**src/rtl/memory_unit.sv**
```systemverilog
// MEM stage of the 16-bit pipeline: 16-line data memory, loads/stores, ALU pass-through,
// and a registered write-back bundle for WB.
module memory_unit #(
  parameter int unsigned DATA_W = 16,
  parameter int unsigned ADDR_W = 4,
  parameter int unsigned DEPTH  = 16,
  parameter int unsigned REG_W  = 4
) (
  input  logic              clkwire,
  input  logic              resetn,
  input  logic [3:0]        instruction,
  input  logic [ADDR_W-1:0] linenum,
  input  logic [DATA_W-1:0] aluoutput,
  input  logic [REG_W-1:0]  registernum,
  output logic [DATA_W-1:0] writedata,
  output logic              checkwritedata,
  output logic [REG_W-1:0]  regnum
);

  localparam logic [3:0] OpNop   = 4'b0000;
  localparam logic [3:0] OpLoad  = 4'b0001;
  localparam logic [3:0] OpStore = 4'b0010;

  logic [DATA_W-1:0] mem_q [DEPTH];
  logic [DATA_W-1:0] writedata_q, writedata_d;
  logic [REG_W-1:0]  regnum_q, regnum_d;
  logic              wb_en_q, wb_en_d;
  logic              mem_we;

  // Non-writeback opcodes leave writedata/regnum untouched so WB sees stable values.
  always_comb begin
    writedata_d = writedata_q;
    regnum_d    = regnum_q;
    wb_en_d     = 1'b0;
    mem_we      = 1'b0;
    case (instruction)
      OpNop: ;
      OpLoad: begin
        writedata_d = mem_q[linenum];
        regnum_d    = registernum;
        wb_en_d     = 1'b1;
      end
      OpStore: mem_we = 1'b1;
      4'b0011, 4'b0100, 4'b0101, 4'b0110, 4'b0111: begin
        writedata_d = aluoutput;
        regnum_d    = registernum;
        wb_en_d     = 1'b1;
      end
      default: ;
    endcase
  end

  always_ff @(posedge clkwire or negedge resetn) begin
    if (!resetn) begin
      writedata_q <= '0;
      regnum_q    <= '0;
      wb_en_q     <= 1'b0;
      for (int i = 0; i < DEPTH; i++) begin
        mem_q[i] <= '0;
      end
    end else begin
      writedata_q <= writedata_d;
      regnum_q    <= regnum_d;
      wb_en_q     <= wb_en_d;
      if (mem_we) begin
        mem_q[linenum] <= aluoutput;
      end
    end
  end

  assign writedata      = writedata_q;
  assign regnum         = regnum_q;
  assign checkwritedata = wb_en_q;

endmodule

```
**config.mk**
```make
export PLATFORM = sky130hd
export DESIGN_NAME = memory_unit
export DESIGN_NICKNAME = d
export VERILOG_FILES = /design/src/rtl/memory_unit.sv
export SDC_FILE = /design/constraint.sdc
export NUM_CORES = 1
export LEC_CHECK = 0
export BUFFER_PORTS_ARGS = -buffer_cell sky130_fd_sc_hd__buf_4
export CAP_MARGIN = 20
export CORE_ASPECT_RATIO = 1.75
export CORE_UTILIZATION = 35
export CTS_CLUSTER_DIAMETER = 200
export DETAILED_ROUTE_END_ITERATION = 10
export PLACE_DENSITY = 0.62
export SLEW_MARGIN = 0
export SYNTH_ARGS = -nofsm -noshare
export SYNTH_HDL_FRONTEND = slang
export SYNTH_SLANG_ARGS = --single-unit
```
**constraint.sdc**
```tcl
create_clock -name clkwire -period 3.39 [get_ports clkwire]
set_input_delay 0.339 -clock clkwire [delete_from_list [all_inputs] [get_ports clkwire]]
set_output_delay 0.339 -clock clkwire [all_outputs]
set_load 0.01 [all_outputs]
```
# Word level (Yosys, flattened, before mapping)
# Index checks and enable logic that the tools add are counted.
# totals
regBits	277
latchBits	0
ram_bits	0
rom_bits	0
input_bits	30
output_inout_bits	21
elab_cells	42
memories	0
# classes
add_sub_neg	0
n_mul	0
n_div	0
n_lt_le_gt_ge	2
n_eq_ne	7
shift	0
n_mux	9
n_bitwise	1
reduce_logical	4
# ops
cell	count
$bwmux 256	1
$bmux 16 s4	1
$demux 16 s4	1
$mux 16	3
$pmux 16 s2	1
$eq 4x3->1 const B	4
$eq 4x2->1 const B	2
$reduce_or 6->1	1
$ge 5x5->1 const B	1
$lt 5x1->1 const B	1
$not 4->5	1
$reduce_or 5->1	1
$eq 4x1->1 const B	1
$mux 1	2
$reduce_bool 2->1	1
$logic_and 1x1->1	1

# Logic depth before layout (Yosys ltp)
# logic_depth
depth_word	6
mapped_depth	7
depth_no_buf	4

# Worst setup path before layout
# No wires, ideal clock.
# synth_path
kind	input to register
from	input port instruction[2]
to	register mem_q[37] (netlist name)
setup_time_ns	0.127
arrival_time_ns	1.973
required_ns	3.263
setup_slack_ns	1.290
stages	6
path_buffers	2
path_cell_list	or4b_4 > nor3b_4 > and3_1 > buf_4 > buf_6 > mux2_1
# synth_via
elab_chain_len	2
# synth_lines
element	line	rtl
start: declaration	11	input logic [3:0] instruction,
$eq 4x2->1	36	case (instruction)
$mux 1	36	
end signal: indexed assignment	66	mem_q[linenum] <= aluoutput;
end: declaration	24	logic [DATA_W-1:0] mem_q [DEPTH];
# Every way passes these cells.
# A chain may end at the register's enable or synchronous reset.

# Final worst setup path
# layout_path
from	input port instruction[2]
to	register mem_q[35] (netlist name)
# The elaborated chain is that of the path after synthesis.

==> reports/qor.txt <==
Status: finished clean
Cell count after synthesis: 867
Num ports: 51
Largest net degree at the start of global routing: 94
Hold Crit Class: in2reg
Count leader, synth: dfrtp_1
RSZ-0062 raised after global routing: false
Crit start category: primary input
Final ANT Viol Nets: 0
Gpl congestion: 0.732
Share of cells above drive strength 1: 43.7%
Clock Path Buffers: 3
CP Max Fanout: 9
Mapped Avg Cell Area: 14.4 um2
H-tree Lvls: 1
Filler cells: 3,274
Die area: 0.0363 mm2
Area share of and/or/nand/nor cells after synthesis: 2.40%
Post-synth EDFFs: 0
N_diodes: 0
Total power: 7.38 mW
Synth warnings: 0
Area share of the leading cell type in the synthesized netlist: 55.7%
Final period util: 61.8%
Worst Reg-to-Reg Cells: 3
Worst slew margin: 36.0%
Hold Vio Cnt, Final: 0
Least-Margin Pin Slew: 957 ps
Synth async-reset ratio: 100%
Synthesized flop and latch total: 277
Final #Nets: 931
Post-DR vias/cell: 5.39
CP arrival: 2520 ps
Rows: 91
Crit path to: mem_q[35]
Max Slew Vio Count: 0
Core footprint: 0.0352 mm2
Initial DRC Count: 377
DIE HEIGHT: 251 um
Largest family of logic cells by synthesized area: multiplexers
Critical path origin: instruction[2]
Seq/Total Area, Yosys: 55.7%
Pleak: 6.78 nW
Die width: 145 um
Worst setup EP type: flip-flop
Netlist cell types: 30
Post-Synth XOR/XNOR Area: 0%
Mux cell area share after synthesis: 34.1%
Skew final: 13.3 ps
IR drop worst, VDD: 0.221 mV
Worst Path Required: 3810 ps
Synth Area in Compound Gates: 5.03%
Util after Layout: 40.2%
CTS sink count: 277
Synth Flop Type: dfrtp_1
Post-Layout Cell Count: 1,383
WL final: 31.5 mm
Syn-to-layout area delta: 13.6%
Placed wire-length estimate: 20.2 mm
Multi-input gate area in the final layout: 0.00518 mm2
Worst reg-to-reg setup slack: 1770 ps
Root Buffer: clkbuf_16
Remaining Overflow, GRT: 0
Setup violations, final: 0
Vias in the first global route: 8,003
Clock slew at reported path FFs: 70 ps
Via Count: 7,455
Maxcap violations: 0
Area leader, netlist: dfrtp_1
Avg WL per Cell: 22.8 um
PwrDens: 522 mW/mm2
Initial Util: 35.4%
Synthesized area: 0.0124 mm2
Port Buffers: 50
Initial antenna violation count: 0
Synth top cells by count: dfrtp_1 (277), mux2_2 (250), mux2i_1 (96)
Clk_lat worst skew: 540 ps
Post_cts resized: 0
Fin Setup TNS: 0 ps
CTS Buf Count: 25
Fmax: 0.477 GHz
First-pass detailed-route iteration total: 4
Storage cell area: 0.00693 mm2
Final Critical Period: 2100 ps
CTS tree: built
Worst setup path category: in2reg
Reg2reg start: mem_q[166]
Reg2reg end: writedata[6]
Total placed cells including tap cells: 1,338
GR Util All Layers: 18.2%
Syn nets: 897
DR DRC count: 0
First-pass GRT wire length: 49.2 mm
Most area-consuming cells after synthesis: dfrtp_1 (56%), mux2_2 (23%), mux2i_1 (7.7%)
Post-synthesis adder-cell area fraction: 0%
## metrics by stage
step | setup slack, ps | hold WS (ps) | cell area (um2)
6_report | 1290 | 28.0 | 14100
5_1_grt | 1200 | 17.9 | 14100
4_1_cts | 1260 | 11.3 | 14100
3_5_place_dp | 706 | 416 | 13300
3_3_place_gp | 765 | 425 | 13300
2_1_floorplan | 1290 | 43.4 | 12400
## timing repair
action                                  CTS  global route
hold buffers                              1             0
endpoints found under the hold margin    88             0
buffers inserted                          0             0
endpoints found under the setup margin    0             0
## area by class of cell
type	instances	area share, %
clock inverter	8	0.593
multi-input combinational	519	36.7
clock buffer	36	5.21
tap	465	4.12
timing repair buffer	78	4.39
sequential	277	49.0
## layer usage
metal | share of wire [%] | track usage, % | vias to the layer above
li1 | - | - | 3276
met1 | 39 | 21.5 | 3951
met2 | 53 | 33.1 | 166
met3 | 4.6 | 2.52 | 62
met4 | 3.1 | 6.59 | 0
met5 | 0 | 0 | -
## worst min path at each step
| stage | startpoint | endpoint | cells after the start |
|---|---|---|---|
| 2_1_floorplan | resetn | checkwritedata | 0 |
| 3_3_place_gp | resetn | mem_q[158] | 1 |
| 3_5_place_dp | resetn | mem_q[158] | 1 |
| 4_1_cts | registernum[3] | regnum[3] | 2 |
| 5_1_grt | registernum[3] | regnum[3] | 2 |
| 6_report | registernum[1] | regnum[1] | 2 |
## cell families after synthesis
group                  count (synthesis)
AO/OA/AOI/OAI                         97
multiplexers                         372
flip-flops                           277
buffers and inverters                 71
AND/OR/NAND/NOR                       50
## layout by cell type, fill, tap and decap left out, drive strengths merged, types with 5 or more instances in the layout
cell type / n
dfrtp: 277
mux2: 260
mux2i: 96
buf: 77
o22ai: 48
clkbuf: 36
nor2: 19
mux4: 16
a221oi: 16
o21ai: 16
a31oi: 16
nand2: 12
clkinv: 5
nor2b: 5
## sequential cells by signal, indices dropped and copies added, names as in the netlist
name	count
checkwritedata	1
mem_q	256
regnum	4
writedata	16
## report_power, final
part / leakage (nW) / switching [mW] / internal, mW
registers: 3.72 / 0.143 / 3.59
clock network: 0.409 / 1.26 / 1.60
logic: 2.65 / 0.400 / 0.403
total: 6.78 / 1.80 / 5.59
## worst max-delay path, cell delays in order
cell     delay, ps
buf_4          120
or4b_4         620
nor3b_4        320
and3_1         490
buf_4          270
mux2_2         340
Power figures use the tool's default switching activity.
